<file path="src/rtl/stack_engine_if.sv">
// Command and memory-bus signals of the stack engine.
// The engine takes the slave view; the host/memory side takes the master view.
interface stack_engine_if;
  logic        push;
  logic        pop;
  logic [15:0] push_data;
  logic [15:0] pop_data;
  logic        busy;
  logic        done;
  logic        overflow;
  logic        underflow;
  logic [15:0] sp;
  logic        mem_req;
  logic        mem_write;
  logic [15:0] mem_addr;
  logic [15:0] mem_wdata;
  logic [15:0] mem_rdata;
  logic        mem_ack;

  modport slave (
    input  push, pop, push_data, mem_rdata, mem_ack,
    output pop_data, busy, done, overflow, underflow, sp,
           mem_req, mem_write, mem_addr, mem_wdata
  );

  modport master (
    output push, pop, push_data, mem_rdata, mem_ack,
    input  pop_data, busy, done, overflow, underflow, sp,
           mem_req, mem_write, mem_addr, mem_wdata
  );
endinterface

</file>
<file path="src/rtl/stack_engine.sv">
// Hardware push/pop engine for a downward-growing stack of 16-bit words
// in byte-addressed memory, with overflow/underflow rejection.
module stack_engine #(
  parameter logic [15:0] STACK_BASE  = 16'h0100,
  parameter logic [15:0] STACK_LIMIT = 16'h0080
) (
  input  logic           clock,
  input  logic           reset,
  stack_engine_if.slave  bus
);

  typedef enum logic [1:0] {IDLE, PUSH_MEM, POP_MEM, DONE} state_t;

  state_t      state_q, state_d;
  logic [15:0] sp_q, sp_d;
  logic [15:0] pop_data_q, pop_data_d;
  logic [15:0] wdata_q, wdata_d;
  logic        overflow_q, overflow_d;
  logic        underflow_q, underflow_d;

  always_ff @(posedge clock or posedge reset) begin
    if (reset) begin
      state_q     <= IDLE;
      sp_q        <= STACK_BASE;
      pop_data_q  <= 16'h0000;
      wdata_q     <= 16'h0000;
      overflow_q  <= 1'b0;
      underflow_q <= 1'b0;
    end else begin
      state_q     <= state_d;
      sp_q        <= sp_d;
      pop_data_q  <= pop_data_d;
      wdata_q     <= wdata_d;
      overflow_q  <= overflow_d;
      underflow_q <= underflow_d;
    end
  end

  always_comb begin
    state_d     = state_q;
    sp_d        = sp_q;
    pop_data_d  = pop_data_q;
    wdata_d     = wdata_q;
    overflow_d  = 1'b0;
    underflow_d = 1'b0;
    case (state_q)
      IDLE: begin
        // Simultaneous push and pop falls through both branches as a no-op.
        if (bus.push && !bus.pop) begin
          if (sp_q == STACK_LIMIT) begin
            overflow_d = 1'b1;
          end else begin
            wdata_d = bus.push_data;
            state_d = PUSH_MEM;
          end
        end else if (bus.pop && !bus.push) begin
          if (sp_q == STACK_BASE) begin
            underflow_d = 1'b1;
          end else begin
            state_d = POP_MEM;
          end
        end
      end
      PUSH_MEM: begin
        if (bus.mem_ack) begin
          sp_d    = sp_q - 16'd2;
          state_d = DONE;
        end
      end
      POP_MEM: begin
        if (bus.mem_ack) begin
          pop_data_d = bus.mem_rdata;
          sp_d       = sp_q + 16'd2;
          state_d    = DONE;
        end
      end
      DONE:    state_d = IDLE;
      default: state_d = IDLE;
    endcase
  end

  // Bus outputs decode straight from state so reset drops mem_req without a clock.
  assign bus.mem_req   = (state_q == PUSH_MEM) || (state_q == POP_MEM);
  assign bus.mem_write = (state_q == PUSH_MEM);
  assign bus.mem_addr  = (state_q == PUSH_MEM) ? (sp_q - 16'd2) : sp_q;
  assign bus.mem_wdata = wdata_q;
  assign bus.busy      = (state_q != IDLE);
  assign bus.done      = (state_q == DONE);
  assign bus.overflow  = overflow_q;
  assign bus.underflow = underflow_q;
  assign bus.sp        = sp_q;
  assign bus.pop_data  = pop_data_q;

endmodule

</file>
<file path="src/flat_wrapper.sv">
// flat-port wrapper written by rule: the top's interface ports become plain ports
module stack_engine_flat 
#(
  parameter logic [15:0] STACK_BASE  = 16'h0100,
  parameter logic [15:0] STACK_LIMIT = 16'h0080
)
  (clock, reset, bus_push, bus_pop, bus_push_data, bus_mem_rdata, bus_mem_ack, bus_pop_data, bus_busy, bus_done, bus_overflow, bus_underflow, bus_sp, bus_mem_req, bus_mem_write, bus_mem_addr, bus_mem_wdata);
  stack_engine_if bus_i ();
  input  logic clock;
  input  logic reset;
  input wire logic [$bits(bus_i.push)-1:0] bus_push;
  input wire logic [$bits(bus_i.pop)-1:0] bus_pop;
  input wire logic [$bits(bus_i.push_data)-1:0] bus_push_data;
  input wire logic [$bits(bus_i.mem_rdata)-1:0] bus_mem_rdata;
  input wire logic [$bits(bus_i.mem_ack)-1:0] bus_mem_ack;
  output wire logic [$bits(bus_i.pop_data)-1:0] bus_pop_data;
  output wire logic [$bits(bus_i.busy)-1:0] bus_busy;
  output wire logic [$bits(bus_i.done)-1:0] bus_done;
  output wire logic [$bits(bus_i.overflow)-1:0] bus_overflow;
  output wire logic [$bits(bus_i.underflow)-1:0] bus_underflow;
  output wire logic [$bits(bus_i.sp)-1:0] bus_sp;
  output wire logic [$bits(bus_i.mem_req)-1:0] bus_mem_req;
  output wire logic [$bits(bus_i.mem_write)-1:0] bus_mem_write;
  output wire logic [$bits(bus_i.mem_addr)-1:0] bus_mem_addr;
  output wire logic [$bits(bus_i.mem_wdata)-1:0] bus_mem_wdata;
  assign bus_i.push = bus_push;
  assign bus_i.pop = bus_pop;
  assign bus_i.push_data = bus_push_data;
  assign bus_i.mem_rdata = bus_mem_rdata;
  assign bus_i.mem_ack = bus_mem_ack;
  assign bus_pop_data = bus_i.pop_data;
  assign bus_busy = bus_i.busy;
  assign bus_done = bus_i.done;
  assign bus_overflow = bus_i.overflow;
  assign bus_underflow = bus_i.underflow;
  assign bus_sp = bus_i.sp;
  assign bus_mem_req = bus_i.mem_req;
  assign bus_mem_write = bus_i.mem_write;
  assign bus_mem_addr = bus_i.mem_addr;
  assign bus_mem_wdata = bus_i.mem_wdata;
  stack_engine #(.STACK_BASE(STACK_BASE), .STACK_LIMIT(STACK_LIMIT)) u_core (.clock(clock), .reset(reset), .bus(bus_i));
endmodule
</file>
<file path="config.mk">
export PLATFORM = sky130hd
export DESIGN_NAME = stack_engine_flat
export DESIGN_NICKNAME = d
export VERILOG_FILES = /design/src/rtl/stack_engine_if.sv /design/src/rtl/stack_engine.sv /design/src/flat_wrapper.sv
export SDC_FILE = /design/constraint.sdc
export NUM_CORES = 1
export LEC_CHECK = 0
export BUFFER_PORTS_ARGS = -buffer_cell sky130_fd_sc_hd__buf_2
export CORE_ASPECT_RATIO = 1.75
export CORE_MARGIN = 3
export CORE_UTILIZATION = 30
export DETAILED_ROUTE_END_ITERATION = 10
export PLACE_DENSITY = 0.57
export SYNTH_ARGS = -nofsm -noshare
export SYNTH_HDL_FRONTEND = slang
export SYNTH_SLANG_ARGS = --single-unit
</file>
<file path="constraint.sdc">
create_clock -name clock -period 3.05 [get_ports clock]
set_input_delay 0.915 -clock clock [delete_from_list [all_inputs] [get_ports clock]]
set_output_delay 0.915 -clock clock [all_outputs]
set_load 0.02 [all_outputs]
</file>
[After elaboration in Yosys (flattened, before gate mapping)]
Cells that the tools add are included.
Operators by class
  add/subtract/negate cells: 2
  equal/unequal tests: 11
  mux-type cells: 17
  bitwise gates (word level): 1
  reductions and logical operators: 13
Operators by type and width (number)
  $mux W16: 3
  $pmux W16 S2: 1
  $add A16 B2 Y16 const B: 1
  $eq A16 B8 Y1 const B: 1
  $eq A16 B9 Y1 const B: 1
  $sub A16 B2 Y16 const B: 1
  $mux W2: 5
  $mux W1: 7
  $pmux W2 S3: 1
  $reduce_and A3 Y1: 2
  $eq A2 B2 Y1 const B: 2
  $ne A2 B2 Y1 const B: 2
  $reduce_and A4 Y1: 1
  $reduce_bool A2 Y1: 2
  $ne A3 B1 Y1 const B: 1
  $ne A3 B2 Y1 const B: 1
  $ne A3 B3 Y1 const B: 1
  $eq A2 B1 Y1 const B: 1
  $logic_and A1 B1 Y1: 2
  $logic_not A1 Y1: 2
  $logic_not A2 Y1: 1
  $ne A2 B1 Y1 const B: 1
  $reduce_and A2 Y1: 1
  $reduce_or A2 Y1: 1
  other kinds (2): 2
Word-level totals
  register bits: 52
  input port bits: 37
  output and inout bits: 70
  word-level logic and storage cells: 50

[Logic depth before layout (Yosys ltp)]
Gate-level depths: netlist of the first run.
  depth after elaboration: 5
  depth in mapped cells: 8
  gate-level depth less buffers: 7

[Least setup slack after synthesis of the first run]
OpenSTA, ideal clock, no wires.
  kind: register -> output
  from: register u_core.sp_q[1] (netlist: u_core.bus.sp[1])
  to: output bus_mem_addr[13]
  data arrival time: 2337 ps
  data required time: 2135 ps
  slack: -202 ps
  stages on the path, launching flop included: 8
  buffers on the path: 0
  cells stage by stage: dfrtp_1 inv_1 ha_1 or4b_4 nor4_1 nand2_1 nor3_1 xor2_1
Between the ends
  cells in the longest elaborated chain, start to end: 2
RTL lines
  from (decl): RTL line stack_engine.sv:15  | logic [15:0] sp_q, sp_d;
  from (signal assigned): RTL line stack_engine.sv:31  | sp_q <= sp_d;
  $sub A16 B2 Y16: RTL line stack_engine.sv:85  | assign bus.mem_addr = (state_q == PUSH_MEM) ? (sp_q - 16'd2) : sp_q;
  $mux W16: RTL line stack_engine.sv:85
  to (decl): RTL line flat_wrapper.sv:24  | output wire logic [$bits(bus_i.mem_addr)-1:0] bus_mem_addr;
Every way passes these cells.

[Worst setup path in the final report of the first run]
  from: register u_core.sp_q[1] (netlist: u_core.bus.sp[1])
  to: output bus_mem_addr[15]
Same word-level chain as after synthesis.

==> impl_metrics.tcl, run 1 <==
set metrics [dict create \
    run_status "complete, but fails checks" \
    violations "negative setup slack" \
    syn_to_final_growth_pct 35.6 \
    regToRegStartpoint "u_core.bus.sp[1]" \
    worstSetupPathType "register to output pin" \
    cp_common_cell "buf_4" \
    clk_latency_ns 0.29 \
    die_h_microns 133 \
    tightest_slew_ns 0.725 \
    cts_tree "built" \
    synth_area_sq_mm 0.00276 \
    drt_iter0_markers 110 \
    crit_path_end_kind "output pin" \
    layout_setup_ws_ns -0.0384 \
    n_fill_cell 903 \
    dieArea_sq_mm 0.0104 \
    dr_total_vias 2343 \
    antenna_found_initial 0 \
    relSlewSlack 0.517 \
    yosysWarnings 0 \
    crit_path_top_delay_cell "or4b_4" \
    ctsHtreeMaxLevel 2 \
    layout.nets 413 \
    grt_pass1_wl_microns 11400 \
    clock-sinks 51 \
    core_region_area_sq_mm 0.00884 \
    synth.most_common_cell "dfrtp_1" \
    cp_max_fo 2 \
    synth_edf_count 0 \
    crit_path_cell_trace "inv_2, ha_4, or4b_4, nor4_4, buf_4, nand3_4, xnor2_2, buf_4" \
    antenna_left 0 \
    clock_path_buffers 2 \
    ys_seq_area_frac 0.463 \
    finalPower_uw 4350 \
    vias_per_cell 4.80 \
    grt_util_all_layers 0.138 \
    cp.arrival_ns 2.17 \
    p_per_area_mw_per_mm2 1160 \
    crit_family "simple AND/OR/NAND/NOR gates" \
    grt_overflow 0 \
    power_leakage_uw 0.00177 \
    die_width_microns 78.5 \
    fmax_mhz 324 \
    synthCells 254 \
    ff2ff_setup_slack_ns 0.50 \
    firstDrtPassIters 4 \
    hold_class "register to register" \
    worstSetupStartpointType "register" \
    rows 45 \
    rsz0062_at_grt "yes" \
    finalSetupViolCount 4 \
    avgSynthCellArea_sq_um 10.9 \
    dp.cells 475 \
    crit_buf_inv 3 \
    numCtsBuffers 5 \
    hpwl_microns 5610 \
    routabilityCongestion 0.844 \
    drc_errors 0 \
    ir_drop_mv 0.409 \
    hold-path-cell-count 1 \
    hold_viol 0 \
    clkSlewWorstSetupHoldPaths_ns 0.07 \
    cap_violations 0 \
    min_from "u_core.bus.mem_wdata[2]" \
    min_period_ns 3.09 \
    cts_root_buf "clkbuf_16" \
    io_buffers 104 \
    synth_top_flop_cell "dfrtp_1" \
    synth_commonest_cells "50 x dfrtp_1, 32 x mux2_2, 20 x nand2_1, 18 x xnor2_1, 17 x nor2_1" \
    skew_ns 0.00464 \
    drv_slew 0 \
    async_flop_share 1.00 \
    io_pins 107 \
    initial_core_util 0.312 \
    fin_cells 488 \
    crit_path_max_incr_delay_ns 0.49 \
    critPathRequiredTime_ns 2.13 \
    wl_microns 7240 \
    worstReg2RegEnd "u_core.bus.mem_wdata[3]" \
    ys_types 44 \
    grt_pass1_vias 2337 \
    routedWlPerCell_microns 14.8 \
    ys_ff_latch 51 \
    min_to "u_core.bus.mem_wdata[2]" \
    yosysTopAreaCellShare 0.453 \
    finalCritPeriodShare 1.01 \
    yosys.area.top_type "dfrtp_1" \
    grt_max_degree 28 \
    diodes 0 \
    synthTopCellsByArea "dfrtp_1 45%, mux2_2 13%, xnor2_1 5.7%, xor2_1 2.9%, ha_1 2.7%" \
    reg2reg_depth 7 \
    layout-drive-gt1-share 0.512 \
]
metal layers:
layer / share of wire / global-route usage / wire [microns] / vias to the layer above
li1: - / - / - / 1101
met1: 0.35 / 0.140 / 2520 / 1138
met2: 0.57 / 0.265 / 4150 / 90
met3: 0.052 / 0.0218 / 374 / 14
met4: 0.027 / 0.0691 / 197 / 0
met5: 0 / 0 / 0 / -
cells by family after synthesis:
kind of cell / synth area share
compound gates: 0.0584
xor+xnor: 0.0856
fa+ha+maj: 0.0272
buf+inv: 0.0698
flops: 0.463
mux: 0.145
other cells: 0.00136
simple gates: 0.150
worst reg2reg max path: cells and delay by family (launching register included):
family,cells,cell delay (ns)
AND/OR/NAND/NOR,3,1.28
multiplexers,1,0.42
flip-flops,1,0.41
buffers and inverters,2,0.20
adder cells (fa/ha/maj),1,0.13
layout by cell type (no fill, tap or decap), drive strengths merged, types with 2 or more instances in the layout:
master    n
a31oi     2
conb      2
ha        6
nor3     10
nor4      3
nor4b     3
nand2    20
and4      2
nor2     17
xor2      9
nand4     9
o21ai    10
xnor2    18
clkbuf    6
nand3     4
inv       9
mux2i     3
mux2     33
or4       2
buf     127
o21a      2
or3       2
a21oi     8
dfrtp    50
o22ai     3
cell type report:
cell class | count | area (sq um) | area share
inverters | 9 | 33.8 | 0.00902
well taps | 117 | 146 | 0.0391
multi-input cells | 176 | 1400 | 0.375
repair buffers | 127 | 726 | 0.194
clock inverters | 2 | 16.3 | 0.00434
clock buffers | 6 | 139 | 0.0371
flip-flops and latches | 51 | 1280 | 0.342
state kept, by name, summed over array words and instances, names as in the netlist:
name,cells
u_core.bus.pop_data,16
u_core.bus.underflow,1
u_core.bus.sp,15
u_core.state_q,2
u_core.bus.mem_wdata,16
u_core.bus.overflow,1
stage by stage:
stage / hold slack [ns] / utilization / setup WS, ns / TNS (ns) / cell area (sq um)
after CTS: 0.496 / 0.415 / -0.104 / -0.178 / 3670
after global routing: 0.504 / 0.424 / -0.151 / -0.476 / 3740
after detailed placement: 0.480 / 0.390 / 0.0635 / 0 / 3440
after global placement: 0.473 / 0.390 / 0.0743 / 0 / 3440
after floorplan: 0.533 / - / 0.0177 / 0 / 2790
final: 0.495 / 0.424 / -0.0384 / -0.0983 / 3740
power breakdown:
group          switching, uW  internal [uW]
sequential               238           1000
combinational           1520           1010
clock                    249            328
total                   2010           2340
worst max-delay path by stage:
| stage | slack, ns | from | cells after the start | end |
|---|---|---|---|---|
| after floorplan | 0.02 | u_core.bus.sp[1] | 7 | bus_mem_addr[13] |
| after global placement | 0.07 | u_core.bus.sp[1] | 8 | bus_mem_addr[13] |
| after detailed placement | 0.06 | u_core.bus.sp[1] | 8 | bus_mem_addr[13] |
| after CTS | -0.10 | u_core.bus.sp[1] | 8 | bus_mem_addr[13] |
| after global routing | -0.15 | u_core.bus.sp[2] | 8 | bus_mem_addr[13] |
| final | -0.04 | u_core.bus.sp[1] | 8 | bus_mem_addr[15] |
what timing repair did:
action,CTS,global route
gates cloned,0,0
hold buffers,0,0
gates resized for setup,11,11
buffers inserted,3,2
setup endpoints to repair,4,8
pin swaps,4,4
Note: power is estimated with default switching activity, not from simulation.
==> run 2: changes to the inputs <==
RECOVER_POWER = 25   (was not set)
SETUP_SLACK_MARGIN = 0.5   (was not set)
==> run 2 against run 1 <==
Against the previous run:
- the flow still finishes with violations (negative setup slack)
- wire length rose by 1.2%
- sequential share of layout area fell by 2.0 points
- non-clock buffer count rose by 9
- global-route usage rose by 0.31 points
- worst setup slack got worse by 0.0048 ns
- critical path depth did not move
- sequential power barely moved
- core utilization rose by 2.9 points
- die area did not move
- clock power fell by 0.7%
- combinational power rose by 12%
- worst hold slack improved by 0.0046 ns
- largest cell class unchanged
- largest power group unchanged
==> impl_metrics.tcl, run 2 (same netlist as run 1, synthesis figures left out) <==
set metrics [dict create \
    grt_pass1_wl_microns 11700 \
    hpwl_microns 5480 \
    cts_tree "built" \
    drt_iter0_markers 77 \
    worstSetupStartpointType "register" \
    layout_setup_ws_ns -0.0432 \
    clock-sinks 51 \
    antenna_found_initial 0 \
    min_to "u_core.bus.mem_wdata[2]" \
    final_common_cell "buf_2" \
    numCtsBuffers 5 \
    hold_viol 0 \
    dr_total_vias 2389 \
    clkSlewWorstSetupHoldPaths_ns 0.07 \
    routabilityCongestion 0.761 \
    crit_path_cell_trace "inv_2, ha_4, or4b_4, nor4_2, buf_4, nand2_1, xnor2_2, buf_4" \
    min_period_ns 3.09 \
    crit_buf_inv 3 \
    hold_slack_ns 0.500 \
    rsz0062_at_grt "yes" \
    power_leakage_uw 0.00188 \
    power_switching_uw 2100 \
    tightest_slew_ns 1.28 \
    skew_ns 0.00449 \
    power_frac_comb 0.612 \
    worstReg2RegEnd "u_core.bus.mem_wdata[3]" \
    power_switching_share 0.455 \
    finalCritPeriodShare 1.01 \
    worstSetupPathType "register to output pin" \
    ir_drop_mv 0.486 \
    antenna_left 0 \
    cts_root_buf "clkbuf_16" \
    routedWlPerCell_microns 14.7 \
    dieArea_sq_mm 0.0104 \
    core_region_area_sq_mm 0.00884 \
    drv_slew 0 \
    hold_class "register to register" \
    die_h_microns 133 \
    die_width_microns 78.5 \
    cp_max_fo 4 \
    syn_to_final_growth_pct 44.8 \
    finalSetupViolCount 3 \
    drc_errors 0 \
    reg2reg_depth 8 \
    regToRegStartpoint "u_core.bus.sp[1]" \
    clk_latency_ns 0.29 \
    layout.nets 422 \
    initial_core_util 0.312 \
    ff2ff_setup_slack_ns 0.61 \
    firstDrtPassIters 4 \
    ctsHtreeMaxLevel 2 \
    grt_overflow 0 \
    diodes 0 \
    finalPower_uw 4620 \
    run_status "complete, but fails checks" \
    layout_common_cells "93 x buf_2, 44 x dfrtp_1, 32 x mux2_2" \
    grt_max_degree 30 \
    hold-path-cell-count 1 \
    cp_common_cell "buf_4" \
    p_per_area_mw_per_mm2 1160 \
    relSlewSlack 0.144 \
    critPathRequiredTime_ns 2.13 \
    cap_violations 0 \
    violations "negative setup slack" \
    crit_family "simple AND/OR/NAND/NOR gates" \
    rows 45 \
    wl_microns 7330 \
    io_pins 107 \
    p_int_uw 2520 \
    grt_util_all_layers 0.142 \
    fin_area_sq_mm 0.00400 \
    pwr-share-clk 0.124 \
    clock_path_buffers 2 \
    min_from "u_core.bus.mem_wdata[2]" \
    grt_pass1_vias 2409 \
    vias_per_cell 4.81 \
    crit_path_max_incr_delay_ns 0.50 \
    io_buffers 104 \
    crit_path_end_kind "output pin" \
    fmax_mhz 323 \
    crit_path_top_delay_cell "or4b_4" \
    layout-drive-gt1-share 0.568 \
    placed_area_sq_mm 0.00353 \
    cp.arrival_ns 2.18 \
    p_seq_frac 0.264 \
]
[run 2: changes by cell type in the layout (fill, tap and decap cells not counted), sizes merged]
| cell | change |
|---|---|
| buf | +8 |
| dlymetal6s4s | +1 |
[run 2: area by class of cell]
cell class,count,area [sq um]
timing repair buffer,136,850
inverter,9,33.8
clock inverter,2,16.3
fill,862,4840
clock buffer,6,139
sequential,51,1280
tap,117,146
multi-input combinational,176,1530
[run 2: power groups by stage]
stage / clock (uW) / sequential, uW / combinational [uW]
floorplan: 0 / 1600 / 1450
global placement: 0 / 1230 / 2510
detailed placement: 0 / 1250 / 2520
CTS: 596 / 1220 / 2810
global route: 620 / 1260 / 3040
finish: 573 / 1220 / 2830
[run 2: worst reg2reg max path, cell delays in order, from the launching register on]
cell and delay (ns):
dfrtp_2 0.41, inv_2 0.08, ha_4 0.12, buf_4 0.10, buf_6 0.11, nor4b_1 0.45
nand4_1 0.37, nand2b_4 0.32, mux2_2 0.37
[run 2: worst max path at each step]
| stage | cells after the start | from | endpoint | slack, ns |
|---|---|---|---|---|
| after floorplan | 7 | u_core.bus.sp[1] | bus_mem_addr[13] | 0.04 |
| after global placement | 8 | u_core.bus.sp[1] | bus_mem_addr[13] | 0.09 |
| after detailed placement | 8 | u_core.bus.sp[1] | bus_mem_addr[13] | 0.04 |
| after CTS | 8 | u_core.bus.sp[2] | bus_mem_addr[13] | -0.05 |
| after global routing | 8 | u_core.bus.sp[2] | bus_mem_addr[13] | -0.12 |
| final | 8 | u_core.bus.sp[1] | bus_mem_addr[9] | -0.04 |
[run 2: metal layers]
layer	global-route usage	vias to the layer above	share of wire
met1	0.149	1151	0.38
met3	0.0300	13	0.066
met5	0	-	0
met4	0.0759	0	0.031
met2	0.256	99	0.52
li1	-	1126	-
[run 2: timing repair]
item                                    4_1_cts  5_1_grt
buffers inserted                             16        2
pin swaps                                    14        8
hold buffers                                  0        0
endpoints found under the setup margin       29       28
gates resized for setup                      38        7
[run 2: metrics by stage]
step / setup WS [ns] / TNS (ns) / utilization / std cells
final: -0.0432 / -0.0905 / 0.452 / 497
after detailed placement: 0.0380 / 0 / 0.400 / 471
after CTS: -0.0500 / -0.123 / 0.448 / 495
after global routing: -0.125 / -0.848 / 0.452 / 497
after floorplan: 0.0387 / 0 / - / 255
after global placement: 0.0938 / 0 / 0.400 / 471
